**config.mk**
```make
export PLATFORM = sky130hd
export DESIGN_NAME = alu_entry_seq
export DESIGN_NICKNAME = d
export VERILOG_FILES = /design/src/rtl/types_pkg.sv /design/src/rtl/key_debounce.sv /design/src/rtl/alu_entry_seq.sv
export SDC_FILE = /design/constraint.sdc
export NUM_CORES = 1
export LEC_CHECK = 0
export ABC_AREA = 1
export BUFFER_PORTS_ARGS = -buffer_cell sky130_fd_sc_hd__buf_2
export CORE_MARGIN = 5
export CORE_UTILIZATION = 56
export CTS_CLUSTER_SIZE = 24
export DETAILED_ROUTE_END_ITERATION = 12
export GPL_TIMING_DRIVEN = 0
export PLACE_DENSITY = 0.81
export SYNTH_ARGS = -nofsm -noshare
export SYNTH_HDL_FRONTEND = slang
export SYNTH_SLANG_ARGS = --single-unit
```
**constraint.sdc**
```tcl
create_clock -name CLK -period 3 [get_ports CLK]
set_input_delay 0.45 -clock CLK [delete_from_list [all_inputs] [get_ports CLK]]
set_output_delay 0.45 -clock CLK [all_outputs]
set_load 0.05 [all_outputs]
```
**src/rtl/types_pkg.sv**
```systemverilog
// Shared types and constants for the ALU board front end.
package types_pkg;

  localparam int unsigned OP_W      = 4;   // ALU opcode width
  localparam int unsigned OPERAND_W = 16;  // operand bits taken from the slide switches
  localparam int unsigned KEY_W     = 4;   // push-button bank width
  localparam int unsigned SW_W      = 18;  // slide-switch bank width

  // Operand entry stage; the encoding is shown directly on the display.
  typedef enum logic [1:0] {
    GET_A  = 2'd0,
    GET_B  = 2'd1,
    GET_OP = 2'd2,
    SHOW   = 2'd3
  } entry_state_t;

endpackage

```
**src/rtl/key_debounce.sv**
```systemverilog
// Push-button conditioner: 2-flop synchronizer, stability counter and debounced
// level, with a one-cycle press event on each accepted 1->0 level change.
// Ports:
//   clk      system clock
//   rst      asynchronous active-high reset
//   key_raw  raw active-low button input
//   press_c  press event, high for the single cycle the debounced level falls
module key_debounce #(
  parameter int unsigned DEBOUNCE_CYCLES = 500000
) (
  input  logic clk,
  input  logic rst,
  input  logic key_raw,
  output logic press_c
);

  localparam int unsigned CNT_W = $clog2(DEBOUNCE_CYCLES + 1);
  localparam logic [CNT_W-1:0] CNT_LAST = CNT_W'(DEBOUNCE_CYCLES - 1);

  logic             sync_q1;
  logic             sync_q2;
  logic             level_q;
  logic             level_d;
  logic [CNT_W-1:0] cnt_q;
  logic [CNT_W-1:0] cnt_d;
  logic             flip_c;

  // Synchronizer; idles at the released level.
  always_ff @(posedge clk or posedge rst) begin
    if (rst) begin
      sync_q1 <= 1'b1;
      sync_q2 <= 1'b1;
    end else begin
      sync_q1 <= key_raw;
      sync_q2 <= sync_q1;
    end
  end

  // Counter restarts on any return to the debounced level, so bounce never accumulates.
  always_comb begin
    cnt_d   = cnt_q;
    level_d = level_q;
    flip_c  = 1'b0;
    if (sync_q2 == level_q) begin
      cnt_d = '0;
    end else if (cnt_q == CNT_LAST) begin
      flip_c  = 1'b1;
      level_d = sync_q2;
      cnt_d   = '0;
    end else begin
      cnt_d = cnt_q + CNT_W'(1);
    end
  end

  // Debounced level and stability counter.
  always_ff @(posedge clk or posedge rst) begin
    if (rst) begin
      level_q <= 1'b1;
      cnt_q   <= '0;
    end else begin
      level_q <= level_d;
      cnt_q   <= cnt_d;
    end
  end

  // Only presses (falling debounced level) generate an event.
  assign press_c = flip_c & ~sync_q2;

endmodule

```
**src/rtl/alu_entry_seq.sv**
```systemverilog
// Operand/opcode entry sequencer: debounces enter/clear, steps through
// operand A, operand B and opcode capture, then strobes entry_valid.
// Ports:
//   CLK, RST     clock and asynchronous active-high reset
//   KEY[3:0]     raw active-low buttons; [0] enter, [1] clear, [3:2] unused
//   SW[17:0]     raw switches; [15:0] operand, [17] sign-extend, [3:0] opcode
//   port_a/b     latched operands (WORD_W)
//   op           latched opcode
//   entry_valid  one-cycle pulse on entering SHOW
//   stage        current entry stage
module alu_entry_seq
  import types_pkg::*;
#(
  parameter int unsigned DEBOUNCE_CYCLES = 500000,
  parameter int unsigned WORD_W          = 32
) (
  input  logic              CLK,
  input  logic              RST,
  input  logic [KEY_W-1:0]  KEY,
  input  logic [SW_W-1:0]   SW,
  output logic [WORD_W-1:0] port_a,
  output logic [WORD_W-1:0] port_b,
  output logic [OP_W-1:0]   op,
  output logic              entry_valid,
  output logic [1:0]        stage
);

  entry_state_t      state_q;
  entry_state_t      state_d;
  logic [WORD_W-1:0] port_a_d;
  logic [WORD_W-1:0] port_b_d;
  logic [OP_W-1:0]   op_d;
  logic              entry_valid_d;
  logic              enter_c;
  logic              clear_c;
  logic [WORD_W-1:0] operand_c;
  logic              unused_inputs;

  assign unused_inputs = ^{KEY[3:2], SW[16]};

  key_debounce #(.DEBOUNCE_CYCLES(DEBOUNCE_CYCLES)) u_enter_db (
    .clk     (CLK),
    .rst     (RST),
    .key_raw (KEY[0]),
    .press_c (enter_c)
  );

  key_debounce #(.DEBOUNCE_CYCLES(DEBOUNCE_CYCLES)) u_clear_db (
    .clk     (CLK),
    .rst     (RST),
    .key_raw (KEY[1]),
    .press_c (clear_c)
  );

  // Switch operand, sign- or zero-extended; SW is only consumed on a press cycle.
  assign operand_c = {{(WORD_W - OPERAND_W){SW[17] & SW[15]}}, SW[OPERAND_W-1:0]};

  // Next-state and capture logic; clear has priority over enter.
  always_comb begin
    state_d       = state_q;
    port_a_d      = port_a;
    port_b_d      = port_b;
    op_d          = op;
    entry_valid_d = 1'b0;
    if (clear_c) begin
      state_d  = GET_A;
      port_a_d = '0;
      port_b_d = '0;
      op_d     = '0;
    end else if (enter_c) begin
      unique case (state_q)
        GET_A: begin
          port_a_d = operand_c;
          state_d  = GET_B;
        end
        GET_B: begin
          port_b_d = operand_c;
          state_d  = GET_OP;
        end
        GET_OP: begin
          op_d          = SW[OP_W-1:0];
          entry_valid_d = 1'b1;
          state_d       = SHOW;
        end
        SHOW: begin
          state_d = GET_A;
        end
        default: begin
          state_d = GET_A;
        end
      endcase
    end
  end

  // State and capture registers.
  always_ff @(posedge CLK or posedge RST) begin
    if (RST) begin
      state_q     <= GET_A;
      port_a      <= '0;
      port_b      <= '0;
      op          <= '0;
      entry_valid <= 1'b0;
    end else begin
      state_q     <= state_d;
      port_a      <= port_a_d;
      port_b      <= port_b_d;
      op          <= op_d;
      entry_valid <= entry_valid_d;
    end
  end

  assign stage = state_q;

endmodule

```
==> Yosys cells after proc, flatten, opt, wreduce, memory -nomap -nowiden <==
Index checks and enable logic that the tools add are counted.
{ "op_classes": {"mux": 23, "addsub": 2, "n_eq_ne": 7, "bitwise": 7, "n_reduce_logical": 10} }
{ "ops": {"columns": ["op", "count"], "rows": [
  ["$mux 32", 6],
  ["$mux 19", 4],
  ["$add 19x1->19 const B", 2],
  ["$eq 19x19->1 const B", 2],
  ["$mux 4", 3],
  ["$reduce_and 2->1", 5],
  ["$pmux 2 s4", 1],
  ["$reduce_bool 2->1", 4],
  ["$mux 1", 7],
  ["$eq 2x2->1 const B", 2],
  ["$mux 2", 2],
  ["$not 1->1", 4],
  ["$and 1x1->1", 3],
  ["$eq 1x1->1", 2],
  ["$eq 2x1->1 const B", 1],
  ["$logic_not 2->1", 1]
]} }
{ "word_totals": {"reg_bits": 115, "out_inout_bits": 71, "input_bits": 24} }

==> Logic depth before layout (Yosys ltp) <==
{ "logic_depth": {"ltp_word": 6, "depth_mapped": 11, "depth_no_buf": 9} }

==> By module <==
A second synthesis with hierarchy kept.
{ "unflattened": {"hier_cells": 503, "hier_area_um2": 4504.3} }
{ "modules_own_cells": {"columns": ["module", "instances", "area_per_inst_um2", "cells_per_inst"], "rows": [
  ["key_debounce", 2, 1253.7, 149],
  ["alu_entry_seq", 1, 1996.9, 205]
]} }

==> Least setup slack after synthesis <==
No wires, ideal clock.
{ "synth_timing": {"path_type": "flip-flop to output port", "startpoint": "register port_a[30] (netlist name)", "endpoint": "output port port_a[17]", "arrival_ns": 1.150, "path_slack_ns": 1.400, "path_buffers": 1, "stages_incl_launch_ff": 2, "required_time_ns": 2.550, "path_cell_list": "dfrtp_1 buf_4"} }
{ "synth_rtl": {"columns": ["element", "line_no", "rtl"], "rows": [
  ["to (decl)", "alu_entry_seq.sv:21", "output logic [WORD_W-1:0] port_a,"]
]} }

==> Worst setup path after layout <==
{ "layout_timing": {"startpoint": "register u_enter_db.cnt_q[0]", "endpoint": "register port_b[2]"} }
{ "layout_between": {"elab_chain_len": 6} }
{ "layout_lines": {"columns": ["element", "line_no", "rtl"], "rows": [
  ["from (decl)", "key_debounce.sv:24", "logic [CNT_W-1:0] cnt_q;"],
  ["from (signal assigned)", "key_debounce.sv:62", "cnt_q <= cnt_d;"],
  ["$eq 19x19->1", "key_debounce.sv:46", "end else if (cnt_q == CNT_LAST) begin"],
  ["$mux 1", "key_debounce.sv:46", null],
  ["$mux 1", "key_debounce.sv:44", "if (sync_q2 == level_q) begin"],
  ["$and 1x1->1", "key_debounce.sv:67", "assign press_c = flip_c & ~sync_q2;"],
  ["$reduce_bool 2->1 (no source line)", null, null],
  ["$reduce_and 2->1 (no source line)", null, null],
  ["to (signal assigned)", "alu_entry_seq.sv:106", "port_b <= port_b_d;"],
  ["to (decl)", "alu_entry_seq.sv:22", "output logic [WORD_W-1:0] port_b,"]
]} }
Every way passes these cells.
A chain may end at the register's enable or synchronous reset.

==> metrics list <==
- In this run the remaining antenna-violating nets after routing total 0.
- The repair_antennas step left the layout with diodes totalling 0.
- Arrival time of the worst setup path: 2.19 ns
* Clk Latency, worst-skew pair: 0.36 ns
- After detailed routing, the number of vias per cell comes to 5.119.
* Synth warnings: 0
- WS Path Type: flip-flop to flip-flop
- Static Leakage: 2.586 nW
* Max Fanout on Critical Path: 10
- Switching Fraction: 0.2657
- The count of buffers added on input and output ports is 91.
- Clock transition at the registers of the reported paths: 0.10 ns
- The floorplan has 34 rows.
* Ys flop type: sky130_fd_sc_hd__dfrtp_1
- Seq/Total Area, Yosys: 0.4401
- The worst path in the final design needs a cycle of 1.924 ns, including I/O delays and setup.
- Number of synthesized flops with an enable pin: 0
- Ratio of cells with drive above 1 in the final layout: 0.2776
* Post-synthesis instance total: 616
* Vias after detailed routing: 4259
- Of all cell types, the one taking the most synthesized area is sky130_fd_sc_hd__dfrtp_1.
* Layout Nets: 749
- The finished cells cover 0.005673 sq mm.
- Setup repair after global routing left no endpoint under its margin.
- Worst Setup EP: port_b[2]$_DFFE_PP0P_
- Pin placement for this block handled 95 I/O pins.
- After detailed routing, the number of remaining DRC violations is 0.
- In this run the number of H-tree levels came out at 3.
- The total overflow left after global routing is 0.
- In this run the horizontal extent of the chip is 103.1 um.
- The min-delay analysis places its worst path in the category input pin to async pin.
- Crit path launch: u_enter_db.cnt_q[0]$_DFF_PP0_
- Die area: 0.01062 sq mm
- Detailed Place HPWL: 8389 um
* Net load switching power: 0.0005479 W
- Synthesis-to-layout area growth: 16.98%
* Pin count of the biggest net entering global routing: 63
- Post-synthesis sequential element count: 85
- Of the total power, combinational logic draws 0.042.
- The worst pin sits at a relative slew slack of 0.4984.
- Synthesized area per cell: 7.873 sq um
* Hold buffer count at CTS: 0
* # clock sinks: 85
- In this run, placement finished with an instance count of 816.
* TritonCTS clock tree: built
- Global-route wire length before repair: 18550 um
* Total of cells resized after clock tree synthesis: 0
* Core area: 0.008593 sq mm
* Worst R2R Path Depth: 8
* Number of detailed-route iterations in the first pass: 5
- Buffers inserted during clock tree synthesis total 9.
- Internal Dissipation: 0.001514 W
- In the layout the commonest cells are sky130_fd_sc_hd__nand2_1, sky130_fd_sc_hd__buf_2, sky130_fd_sc_hd__nor2_1.
- The count of pins over their slew limit is 0.
* Crit share post-route: 0.6415
- Net count after synthesis: 646
- After detailed routing, the average wire length per cell comes to 13.60 um.
- Area share of the leading cell type in the synthesized netlist: 0.4076
* Req. time, crit path: 3.26 ns
- The number of global-route vias before repair came to 4018.
- Status: completed
- R2r setup slk: 1.08 ns
- Hold is met by 0.04002 ns.
* Total count of hold-check failures in the final report: 0
- Power density of the placed cells: 363.5 mW/mm^2
- Clock network fraction of total power: 0.393
- Final non-filler cell total: 832
* IR Drop Worst-Case VDD: 0.0002948 V
- Relative contribution of sequential cells to total power: 0.565
- After the first detailed-routing iteration, the DRC count stood at 188.
- Number of distinct library cell variants in the gate-level netlist after synthesis: 37
- Maximum buffer depth of the clock tree: 2
* Mapped cell area: 0.004850 sq mm
* Setup-violating endpoint count in the final report: 0
- Post-CTS timing repair inserted 0 buffers for setup.
- For this configuration, the core starts out at a cell density of 0.5644.
- In this run the critical register-to-register path is launched from u_enter_db.cnt_q[0]$_DFF_PP0_.
- The floorplan step set the die height to 103.1 um.
- For this run, the total global-route usage over all layers was measured as 0.2187.
- Terminus of the critical flop-to-flop path: port_b[2]$_DFFE_PP0P_
- Leaving out fill and tap cells, the most frequent cell in the layout is sky130_fd_sc_hd__nand2_1.
* Cell Area, Placed: 0.005470 sq mm
- Total wire length after detailed routing: 11320 um
- Static timing analysis puts the maximum clock frequency at 519.6 MHz.
* Critical path endpoint category: flip-flop
- The number of antenna violations at the first check in global routing came to 0.
- Transition time of the tightest slew-check pin: 0.7497 ns
* Root buffer selected by CTS: sky130_fd_sc_hd__clkbuf_8
- Max-cap violations in this run came to 0.
* Post-Route Setup TNS: 0 ns
- Final weighted congestion of routability-driven global placement: 0.9281
- Worst Clk Skew: 0.01272 ns
- STA classifies the critical path startpoint as a flip-flop.
- Proportion of register bits with asynchronous set or reset after synthesis: 1.000
- Top post-synthesis cells by area: sky130_fd_sc_hd__dfrtp_1, sky130_fd_sc_hd__nand2_1, sky130_fd_sc_hd__nand3_1, sky130_fd_sc_hd__nor2_1, sky130_fd_sc_hd__inv_1
==> worst min path at each step <==
stage,startpoint,endpoint,cells after the start
final,RST,u_clear_db.cnt_q[11]$_DFF_PP0_,2
after global routing,RST,u_clear_db.cnt_q[0]$_DFF_PP0_,2
after CTS,RST,u_clear_db.cnt_q[7]$_DFF_PP0_,2
after detailed placement,u_clear_db.sync_q1$_DFF_PP1_,u_clear_db.sync_q2$_DFF_PP1_,0
after global placement,u_clear_db.sync_q1$_DFF_PP1_,u_clear_db.sync_q2$_DFF_PP1_,0
after floorplan,u_clear_db.sync_q1$_DFF_PP1_,u_clear_db.sync_q2$_DFF_PP1_,0
==> stage by stage <==
step | utilization | power (W) | setup slack, ns
floorplan | - | 0.001239 | 0.3664
global placement | 0.6331 | 0.001267 | -0.5905
detailed placement | 0.6366 | 0.001276 | 1.104
CTS | 0.6602 | 0.002083 | 1.070
global route | 0.6602 | 0.002138 | 0.9002
finish | 0.6602 | 0.002062 | 1.076
==> flip-flops by register name, indices dropped and copies added (netlist names) <==
signal / count
entry_valid: 1
op: 4
port_a: 17
port_b: 17
stage: 2
u_clear_db.cnt_q: 19
u_clear_db.level_q: 1
u_clear_db.sync_q1: 1
u_clear_db.sync_q2: 1
u_enter_db.cnt_q: 19
u_enter_db.level_q: 1
u_enter_db.sync_q1: 1
u_enter_db.sync_q2: 1
==> area by class of cell <==
class / count / area (sq um)
clock buffers: 9 / 123.9
plain buffers: 41 / 345.3
inverters: 73 / 279.0
clock inverters: 7 / 78.83
multi-input cells: 417 / 2093
repair buffers: 92 / 483.0
well taps: 108 / 135.1
flip-flops and latches: 85 / 2135
fillers: 722 / 2920
==> synthesized netlist by cell type, types with 4 or more instances <==
library cell	number
sky130_fd_sc_hd__inv_2	5
sky130_fd_sc_hd__o21ai_0	4
sky130_fd_sc_hd__buf_4	32
sky130_fd_sc_hd__nor3_1	13
sky130_fd_sc_hd__nor2_1	85
sky130_fd_sc_hd__a21oi_1	6
sky130_fd_sc_hd__nor2_2	21
sky130_fd_sc_hd__nand2_2	4
sky130_fd_sc_hd__dfrtp_1	79
sky130_fd_sc_hd__inv_1	66
sky130_fd_sc_hd__nand2_1	153
sky130_fd_sc_hd__buf_6	4
sky130_fd_sc_hd__dfstp_2	6
sky130_fd_sc_hd__ha_1	6
sky130_fd_sc_hd__nand4_1	17
sky130_fd_sc_hd__nand3_1	68
sky130_fd_sc_hd__nor3b_1	5
sky130_fd_sc_hd__xor2_1	13
==> cells by family after synthesis <==
group	count (synthesis)	synth area share
fa+ha+maj	6	0.01548
simple gates	382	0.3731
xor+xnor	15	0.02709
compound gates	14	0.01600
flops	85	0.4401
buf+inv	114	0.1282
==> layer usage <==
layer  routed length [um]  part of all wire  track usage  vias to the layer above
li1                     -                 -            -                     2132
met5                    0                 0            0                        -
met2                 5760              0.51       0.3710                      127
met1                 4753              0.42       0.2870                     1983
met3                  690             0.061      0.04465                       17
met4                  112            0.0099      0.05578                        0
==> worst max-delay path, cell delays in order, from the launching register on <==
cell and delay, ns:
sky130_fd_sc_hd__dfrtp_1 0.37, sky130_fd_sc_hd__ha_1 0.15, sky130_fd_sc_hd__buf_4 0.16, sky130_fd_sc_hd__nand3_4 0.11, sky130_fd_sc_hd__nor2_1 0.27, sky130_fd_sc_hd__nand4_2 0.31
sky130_fd_sc_hd__buf_2 0.29, sky130_fd_sc_hd__nand3_1 0.09, sky130_fd_sc_hd__nand2_1 0.06
==> power groups by stage <==
stage | Clock, W | Sequential (W) | Combinational, W
floorplan | 0 | 0.00119 | 0.0000531
global placement | 0 | 0.00119 | 0.0000797
detailed placement | 0 | 0.00119 | 0.0000884
CTS | 0.000829 | 0.00117 | 0.0000887
global route | 0.000872 | 0.00117 | 0.0000994
finish | 0.000811 | 0.00117 | 0.0000860
Note: power is estimated with default switching activity, not from simulation.
